[src/rtl/uart_cmd_ctrl.sv]
// uart_cmd_ctrl: sequences register read/write commands from the UART RX FIFO onto the register file bus.
// Define UART_CTRL_TIMEOUT_EN to bound the wait for a write data byte to TIMEOUT_CYCLES clocks.
module uart_cmd_ctrl #(
  parameter int                    ADDR_W         = 3,
  parameter logic [(1<<ADDR_W)-1:0] WR_MASK       = 8'b0000_1101,
  parameter logic [(1<<ADDR_W)-1:0] RD_MASK       = 8'b0111_0011,
  parameter int                    TIMEOUT_CYCLES = 100000
) (
  input  logic              i_clk,
  input  logic              i_rst_n,
  input  logic [7:0]        i_rx_data,
  input  logic              i_rx_fifo_e,
  output logic              o_rx_rd,
  output logic [7:0]        o_tx_data,
  output logic              o_tx_wr,
  input  logic              i_tx_fifo_f,
  output logic [ADDR_W-1:0] o_rwaddr,
  output logic [7:0]        o_write_data,
  output logic              o_wr_req,
  output logic              o_rd_req,
  input  logic [7:0]        i_read_data,
  output logic              o_busy,
  output logic              o_cmd_err
);
  typedef enum logic [2:0] {S_IDLE, S_GET_DATA, S_WRITE, S_READ, S_WAIT_RD, S_PUSH} state_t;
  state_t            r_state, w_next;
  logic [ADDR_W-1:0] r_addr;
  logic [7:0]        r_data, r_rd_byte;
  logic              r_cmd_err;
  logic              w_pop, w_err, w_hdr_ok, w_legal_wr, w_legal_rd, w_timeout;
  assign w_hdr_ok   = i_rx_data[6:ADDR_W] == '0;
  assign w_legal_wr = w_hdr_ok & i_rx_data[7] & WR_MASK[i_rx_data[ADDR_W-1:0]];
  assign w_legal_rd = w_hdr_ok & ~i_rx_data[7] & RD_MASK[i_rx_data[ADDR_W-1:0]];
`ifdef UART_CTRL_TIMEOUT_EN
  localparam int CNT_W = $clog2(TIMEOUT_CYCLES + 1);
  logic [CNT_W-1:0] r_cnt;
  // Held at zero outside GET_DATA so every entry starts a fresh count; saturates instead of wrapping.
  always_ff @(posedge i_clk or negedge i_rst_n)
    if (!i_rst_n) r_cnt <= '0;
    else if (r_state != S_GET_DATA) r_cnt <= '0;
    else if (r_cnt != CNT_W'(TIMEOUT_CYCLES)) r_cnt <= r_cnt + 1'b1;
  assign w_timeout = (r_state == S_GET_DATA) & i_rx_fifo_e & (r_cnt == CNT_W'(TIMEOUT_CYCLES));
`else
  logic w_unused_timeout;
  assign w_unused_timeout = TIMEOUT_CYCLES != 0;
  assign w_timeout = 1'b0;
`endif
  always_comb begin
    w_next = r_state;
    w_pop  = 1'b0;
    w_err  = 1'b0;
    case (r_state)
      S_IDLE: if (!i_rx_fifo_e) begin
        w_pop  = 1'b1;
        w_next = w_legal_wr ? S_GET_DATA : w_legal_rd ? S_READ : S_IDLE;
        w_err  = ~(w_legal_wr | w_legal_rd);
      end
      S_GET_DATA: if (!i_rx_fifo_e) begin
        w_pop  = 1'b1;
        w_next = S_WRITE;
      end else if (w_timeout) begin
        w_next = S_IDLE;
        w_err  = 1'b1;
      end
      S_WRITE:   w_next = S_IDLE;
      S_READ:    w_next = S_WAIT_RD;
      S_WAIT_RD: w_next = S_PUSH;
      S_PUSH:    w_next = i_tx_fifo_f ? S_PUSH : S_IDLE;
      default:   w_next = S_IDLE;
    endcase
  end
  always_ff @(posedge i_clk or negedge i_rst_n)
    if (!i_rst_n) begin
      r_state   <= S_IDLE;
      r_addr    <= '0;
      r_data    <= '0;
      r_rd_byte <= '0;
      r_cmd_err <= 1'b0;
    end else begin
      r_state   <= w_next;
      r_cmd_err <= w_err;
      if (w_pop && r_state == S_IDLE) r_addr <= i_rx_data[ADDR_W-1:0];
      if (w_pop && r_state == S_GET_DATA) r_data <= i_rx_data;
      if (r_state == S_WAIT_RD) r_rd_byte <= i_read_data;
    end
  // Pop is gated by reset so a non-empty FIFO is never consumed while held in reset.
  assign o_rx_rd      = w_pop & i_rst_n;
  assign o_wr_req     = r_state == S_WRITE;
  assign o_rd_req     = r_state == S_READ;
  assign o_tx_wr      = (r_state == S_PUSH) & ~i_tx_fifo_f;
  assign o_tx_data    = r_rd_byte;
  assign o_rwaddr     = r_addr;
  assign o_write_data = r_data;
  assign o_busy       = r_state != S_IDLE;
  assign o_cmd_err    = r_cmd_err;
endmodule

[config.mk]
export PLATFORM = sky130hd
export DESIGN_NAME = uart_cmd_ctrl
export DESIGN_NICKNAME = d
export VERILOG_FILES = /design/src/rtl/uart_cmd_ctrl.sv
export SDC_FILE = /design/constraint.sdc
export NUM_CORES = 1
export LEC_CHECK = 0
export CORE_MARGIN = 1
export CORE_UTILIZATION = 29
export CTS_BUF_LIST = sky130_fd_sc_hd__clkbuf_16
export DETAILED_ROUTE_END_ITERATION = 6
export GPL_TIMING_DRIVEN = 0
export RECOVER_POWER = 25
export SLEW_MARGIN = 20
export SYNTH_ARGS = -nofsm -noshare
export SYNTH_HDL_FRONTEND = slang
export SYNTH_SLANG_ARGS = --single-unit
[constraint.sdc]
create_clock -name i_clk -period 1.51 [get_ports i_clk]
set_input_delay 0.2265 -clock i_clk [delete_from_list [all_inputs] [get_ports i_clk]]
set_output_delay 0.2265 -clock i_clk [all_outputs]
set_load 0.005 [all_outputs]
=== Word-level counts from Yosys, hierarchy flattened ===
Memory sizes are Yosys's and may differ from the RTL's.
Index checks and enable logic that the tools add are counted.

* $lt $le $gt $ge: 1
* Eq/ne operators: 7
* Multiplexer cells: 12
* Bitwise gates (word level): 10
* Reduce and logical (&&, ||, !) cells: 7

{| class="wikitable"
|+ Operators by type and width
! kind !! count
|-
| $pmux W3 S5 || 1
|-
| $mux W3 || 3
|-
| $and A1 B1 Y1 || 6
|-
| $eq A3 B2 Y1 const B || 2
|-
| $eq A3 B3 Y1 const B || 2
|-
| $mux W1 || 6
|-
| $logic_not A4 Y1 || 1
|-
| $lt A3 B4 Y1 const B || 1
|-
| $mux W2 || 2
|-
| $ne A2 B2 Y1 const B || 2
|-
| $eq A3 B1 Y1 const B || 1
|-
| $logic_not A3 Y1 || 1
|-
| $not A1 Y1 || 3
|-
| $reduce_bool A3 Y1 || 1
|-
| $logic_and A1 B1 Y1 || 2
|-
| $reduce_and A2 Y1 || 1
|-
| $reduce_or A2 Y1 || 1
|-
| $or A1 B1 Y1 || 1
|}

* Bits in registers: 23
* Bits in read-only memories: 16
* Input bits: 20
* Output and inout port bits: 25
* Logic and storage cells: 44
* Memories: 2

{| class="wikitable"
|+ Memories
! memory !! depth !! bits a word !! read ports !! clocked after memory_dff !! wr ports !! RTL line !! RTL
|-
| (name not given) || 8 || 1 || 1 || 0 || 0 || 33 || <nowiki>assign w_legal_rd = w_hdr_ok & ~i_rx_data[7] & RD_MASK[i_rx_data[ADDR_W-1:0]];</nowiki>
|-
| (name not given) || 8 || 1 || 1 || 0 || 0 || 32 || <nowiki>assign w_legal_wr = w_hdr_ok & i_rx_data[7] & WR_MASK[i_rx_data[ADDR_W-1:0]];</nowiki>
|}

=== Depth between registers and ports, before layout ===
Gate-level depths: netlist of the first run.

* Depth in word-level cells: 7
* Depth in mapped cells: 5
* Gate-level depth less buffers: 3

=== Worst setup path after synthesis of the first run ===
No wires, ideal clock.

* Path type: reg-to-reg
* From: register r_state[2]
* To: register r_data[0] (netlist: o_write_data[0])
* Setup time: 125 ps
* Arrival time: 1287 ps
* Required time: 1385 ps
* Path slack: 98 ps
* Stages on the path, launching flop included: 6
* Path buffers: 2
* Clock period less this slack: 1412 ps
* Cells stage by stage: dfrtp_1 buf_4 nor3_2 and2_1 buf_6 mux2_2

* Longest elaborated chain between the ends: 4
* Elaborated cells between the ends (all ways): 5
* Classes of those cells: 1 x eq/ne; 1 x mux; 3 x reduce/logical

{| class="wikitable"
|+ Ends and longest elaborated chain
! what !! RTL line !! RTL
|-
| start, declared || 26 || <nowiki>state_t r_state, w_next;</nowiki>
|-
| start signal, assigned || 80 || <nowiki>r_state <= w_next;</nowiki>
|-
| $eq A3 B1 Y1 or $logic_not A3 Y1 (tied branches) || 52, 83 ||
|-
| $reduce_or A2 Y1 (no line) || n/a ||
|-
| $mux W1 || n/a ||
|-
| $logic_and A1 B1 Y1 (*) || 83 || <nowiki>if (w_pop && r_state == S_GET_DATA) r_data <= i_rx_data;</nowiki>
|-
| end signal, assigned || 83 ||
|-
| end, declared || 28 || <nowiki>logic [7:0] r_data, r_rd_byte;</nowiki>
|}

Mark *: on every way between the ends. The rest lies on a longest branch, timed or not.
A chain may end at the register's enable or synchronous reset.

=== Worst setup path after layout of the first run ===
* From: register r_state[1]
* To: output port o_busy

* Longest elaborated chain between the ends: 1

{| class="wikitable"
|+ Ends and longest elaborated chain
! what !! RTL line !! RTL
|-
| $reduce_bool A3 Y1 || 94 || <nowiki>assign o_busy = r_state != S_IDLE;</nowiki>
|-
| end, declared || 22 || <nowiki>output logic o_busy,</nowiki>
|}

No other way between the ends.

==> run metrics, run 1 <==
status complete, no violations; Max-Slew Margin vs Limit 17.7%; mux cell area share after synthesis 22.0%; final critical-path share of the clock period 98.7%; Yosys warning count 0; ranking of synthesized cells by area dfrtp_1, mux2_2, a31oi_4; ys flop type dfrtp_1; Simple-Gate Fraction of Synth Area 11.5%; xor/xnor share of the synthesized area 0%; max-cap check violation count 0; max frequency 671 MHz; grt met3 use 3.57%; synthesized-area fraction occupied by adder cells 0%; starting density of the core 30.3%; Cells after DPL 161; worst endpoint required time 1280 ps; post-layout min period roughly 1500 ps; met2 Use GR a little under a quarter; CTS tree built; sequential fraction of the synthesis area 56.5%; min-delay worst type input pin to async pin; vias per cell 4.46; Synth Area per Inst 14.3 µm²; count leader, synth dfrtp_1; Final Instance Count excl. Fillers 175; endpoint class of the critical path output port; pin count of the biggest net entering global routing 24; Yosys top cell area share 56.5%; drt first pass iters 4; # setup viols final 0; DIE HEIGHT between 60 and 70 µm; gr usage total 14.0%; antenna violations before repair 0; arrival time at the worst endpoint 1260 ps; via count around 800; final max-slew violation count 0; boundary pin count 45; Chip Width 61.3 µm; Final GP Congestion 0.754; Antenna Nets Post-Route 0; core area 3360 µm²; Total Wirelength 2.45 mm; hold_ws 369 ps; RSZ-0062 raised after global routing yes; area delta synth->final 69.4%; Post-synth ARST share 100%; clk_skew 4.93 ps; synth cell count leaders dfrtp_1, mux2_2; Fin. Hold Viols 0; fraction of the mapped netlist area in compound gates 6.88%; leakage power roughly 0.74 nW; CTS H-Tree Depth 1; met1 GRT Util 17.5%; Clock Sinks 23; die area 3750 µm²; Critical Path Fanout Max 4; Final nets 150; clock buffer count from CTS 3; Starting DRT DRC Count 29; largest family of logic cells by synthesized area multiplexers; Clock transition at path regs 60 ps; post-DP HPWL 1.60 mm; share of post-route cells with drive strength above 1 36.4%; vias in the first global route 826; FILL cells approximately 330; Worst setup SP type flip-flop; synthesized instance count 71; slack of the critical path 19.4 ps; peak supply drop between 0.0007 and 0.0008 V; syn_nets 91; CTS root buffer clkbuf_16; Worst Tran Pin Value 1230 ps; Port Buf Inserts 44; Synth area leader dfrtp_1; Yosys cell types 28; mapped cell area 1020 µm²; drt wl/cell about 14 µm; worst slack, placed -944 ps; Setup CP Type flip-flop to output port; FF+latch count, synth 23; global-route wire length before repair between 3 and 4 mm; layer with the highest usage met2; Post-route DRC 0; Worst-Skew Late Latency 250 ps; Cell Rows 21; worst-case clock buffer depth 2; Power Density 1880 nW/µm²; ANT cells 0; Post-synth EDFFs 0; gr ovfl total 0
-- what timing repair did --
item	CTS	global route
hold endpoints to repair	23	0
gates resized for setup	36	5
endpoints found under the setup margin	21	14
buffers inserted	9	3
pin swaps	2	1
hold buffers	1	0
-- kinds of logic after synthesis --
kind of cell / Yosys count
mux: 20
flops: 23
simple gates: 16
buf+inv: 5
compound gates: 7
-- final timing paths --
path,depth (start not counted),from,end,slack [ps]
min in group i_clk,1,o_write_data[5]$_DFFE_PN0P_,o_write_data[5]$_DFFE_PN0P_,510
worst min register to register,1,o_write_data[5]$_DFFE_PN0P_,o_write_data[5]$_DFFE_PN0P_,510
worst max register to register,5,r_state[1]$_DFFE_PN0P_,o_rwaddr[1]$_DFFE_PN0P_,20
max in group asynchronous,2,i_rst_n,r_state[1]$_DFFE_PN0P_,310
worst max-delay path,3,r_state[1]$_DFFE_PN0P_,o_busy,20
worst min-delay path,2,i_rst_n,o_write_data[1]$_DFFE_PN0P_,370
-- final cells by class --
type | instances | area, µm² | area share [%]
clock inverter | 1 | 5.00 | 0.290
sequential | 23 | 577 | 33.4
tap | 46 | 57.6 | 3.34
inverter | 2 | 7.51 | 0.435
multi-input combinational | 43 | 474 | 27.5
timing repair buffer | 56 | 518 | 30.0
clock buffer | 3 | 75.1 | 4.35
buffer | 1 | 11.3 | 0.653
-- per-stage QoR --
step | total power, mW | setup TNS, ps | instance area, µm² | util, %
after floorplan | 1.64 | 0 | 1020 | -
after global placement | 2.38 | -3640 | 1520 | 45.1
final | 3.24 | 0 | 1730 | 51.3
after global routing | 3.46 | -232 | 1730 | 51.3
after detailed placement | 2.42 | -4890 | 1520 | 45.1
after CTS | 3.22 | -261 | 1710 | 50.9
-- power by group --
group	total (mW)	switching [mW]	internal (mW)
Sequential	1.08	0.165	0.918
Clock	0.565	0.210	0.356
Combinational	1.59	0.490	1.10
-- state kept, by name, summed over array words and instances (netlist names) --
| name | flops |
|---|---|
| o_write_data | 8 |
| o_tx_data | 8 |
| o_rwaddr | 3 |
| r_state | 3 |
| o_cmd_err | 1 |
-- cells in the final DEF (no fill, tap or decap), drive strengths merged, types with 2 or more instances in the layout --
master         instances
clkdlybuf4s50         37
dfrtp                 23
nand2                  2
clkbuf                 5
and2                   2
mux2                  19
buf                   14
nor3                   2
dlygate4sd2            3
nor2                   2
inv                    2
nor2b                  2
-- critical path, stage by stage (launching register included) --
cell and delay, ps:
dfrtp_2 410, buf_4 140, or3_1 330, buf_2 130
-- per-layer routing --
metal | wire length, µm | up-vias
li1 | - | 369
met1 | 1070 | 389
met2 | 1250 | 21
met3 | 109 | 2
met4 | 25 | 0
met5 | 0 | -
No activity file was read; power rests on OpenSTA's default activity.
==> run 2, diff against run 1 <==
- CTS_BUF_LIST: sky130_fd_sc_hd__clkbuf_16 -> sky130_fd_sc_hd__clkbuf_4 sky130_fd_sc_hd__clkbuf_8
==> run metrics, run 2 (synthesis gave the netlist of run 1 again) <==
final critical-path share of the clock period 102%; DIE HEIGHT 61.3 µm; max frequency 651 MHz; vias in the first global route between 700 and 800; Total Wirelength 2.37 mm; Max-Slew Margin vs Limit 60.7%; drt wl/cell 13.5 µm; RSZ-0062 raised after global routing yes; peak supply drop around 0.00075 V; Worst Tran Pin Value 589 ps; Critical Path Fanout Max 5; leakage power 0.733 nW; die area 3750 µm²; drt first pass iters 4; min-delay worst type input pin to async pin; crit-path cells buf_6, buf_6, nor4_4, buf_4, mux2_4; worst endpoint required time 1720 ps; Setup CP Type flip-flop to flip-flop; Power Density 1770 nW/µm²; post-layout min period 1540 ps; arrival time at the worst endpoint roughly 1700 ps; pin count of the biggest net entering global routing 25; failing checks negative hold slack, negative setup slack; critical path buffer and inverter count 3; FILL cells 328; Final GP Congestion 0.754; worst-case clock buffer depth 2; CTS root buffer clkbuf_4; gr ovfl total 0; ANT cells 0; slack of the critical path -26.0 ps; Cell Rows 21; via count 785; total power 2.99 mW; Starting DRT DRC Count 17; boundary pin count 45; Hold Buf Count CTS 0; vias per cell 4.46; max-cap check violation count 0; share of post-route cells with drive strength above 1 42.3%; Slowest-stage cell, CP dfrtp_2; antenna violations before repair 0; starting density of the core 30.3%; status complete, but fails checks; final max-slew violation count 0; CTS H-Tree Depth 1; most frequent cells in the layout clkdlybuf4s50_1, dfrtp_1, mux2_4, buf_4, mux2_2; Port Buf Inserts 44; Fin. Hold Viols 13; CP delay by family, top flip-flops; CP dominant cell by count buf_6; endpoint class of the critical path flip-flop; post-DP HPWL 1.60 mm; slowest stage delay, CP 470 ps; Finished Core Util 50.3%; Antenna Nets Post-Route 0; area delta synth->final 66.2%; commonest non-fill, non-tap cell in the layout clkdlybuf4s50_1; Post-route DRC 0; CTS tree built; Worst R2R Setup Slack -30 ps; clock buffer count from CTS 3; Worst-Skew Late Latency ~310 ps; gr usage total 12.7%; Clock Sinks 23; core area 3360 µm²; Chip Width 61.3 µm; Worst setup SP type flip-flop; global-route wire length before repair 3.43 mm; worst slack, placed -944 ps; Clock transition at path regs 130 ps; # setup viols final 3; Final nets 151; clk_skew 7.94 ps; hold_ws -10.2 ps
==> run 2: cell types whose count changed in the layout (fill, tap and decap cells not counted), sizes merged <==
cell / previous run / this run
buf: 14 / 18
clkbuf: 5 / 3
dlygate4sd2: 3 / 2
==> run 2: where the power goes <==
part           internal [mW]  switching, mW
logic                   1.14          0.492
clock network         0.0987          0.181
registers              0.915          0.167
==> run 2: path summary, 6_finish.rpt <==
path / from / to / cells after the start
min in group i_clk: o_tx_data[1]$_DFFE_PN0P_ / o_tx_data[1]$_DFFE_PN0P_ / 1
worst max-delay path: r_state[0]$_DFFE_PN0P_ / o_rwaddr[1]$_DFFE_PN0P_ / 5
worst max register to register: r_state[0]$_DFFE_PN0P_ / o_rwaddr[1]$_DFFE_PN0P_ / 5
max in group asynchronous: i_rst_n / r_state[1]$_DFFE_PN0P_ / 1
worst min register to register: o_tx_data[1]$_DFFE_PN0P_ / o_tx_data[1]$_DFFE_PN0P_ / 1
worst min-delay path: i_rst_n / r_state[0]$_DFFE_PN0P_ / 1
==> run 2: worst register-to-register path: cells and delay by family (launching register included) <==
| family | cells | cell delay (ps) |
|---|---|---|
| flops | 1 | 470 |
| simple gates | 1 | 230 |
| mux | 1 | 310 |
| buf+inv | 3 | 430 |
==> run 2: repair_timing <==
action                                  4_1_cts  5_1_grt
hold endpoints to repair                      0        0
endpoints found under the setup margin       21       15
setup buffers                                 8        5
resized for setup                            28       20
pin swaps                                     2        3
==> run 2: layout make-up <==
type	count	area (µm²)	area share, %
sequential	23	578	34.1
timing repair buffer	57	532	31.4
multi-input combinational	43	479	28.3
tap	46	57.6	3.40
clock buffer	3	22.5	1.33
buffer	1	11.3	0.665
inverter	2	7.51	0.443
clock inverter	1	5.00	0.296
==> run 2: per-stage QoR <==
step	cell area (µm²)	cells	setup TNS (ps)	hold slack, ps
6_report	1690	176	-64.2	-10.2
5_1_grt	1690	176	-329	26.1
4_1_cts	1620	173	-475	11.0
3_5_place_dp	1520	161	-4890	479
3_3_place_gp	1520	161	-3640	490
2_1_floorplan	1020	71	0	-69.1
==> run 2: layer usage <==
metal	vias to the layer above	routed length, µm	global-route usage, %
li1	375	-	-
met2	21	1160	20.0
met3	2	104	2.94
met5	-	0	0
met4	0	19	4.87
met1	387	1090	17.1
==> run 3, diff against run 2 <==
- CTS_CLUSTER_DIAMETER: default -> 150
==> results of run 3 <==
Final layout, timing and power as in run 2 (identical DEF).
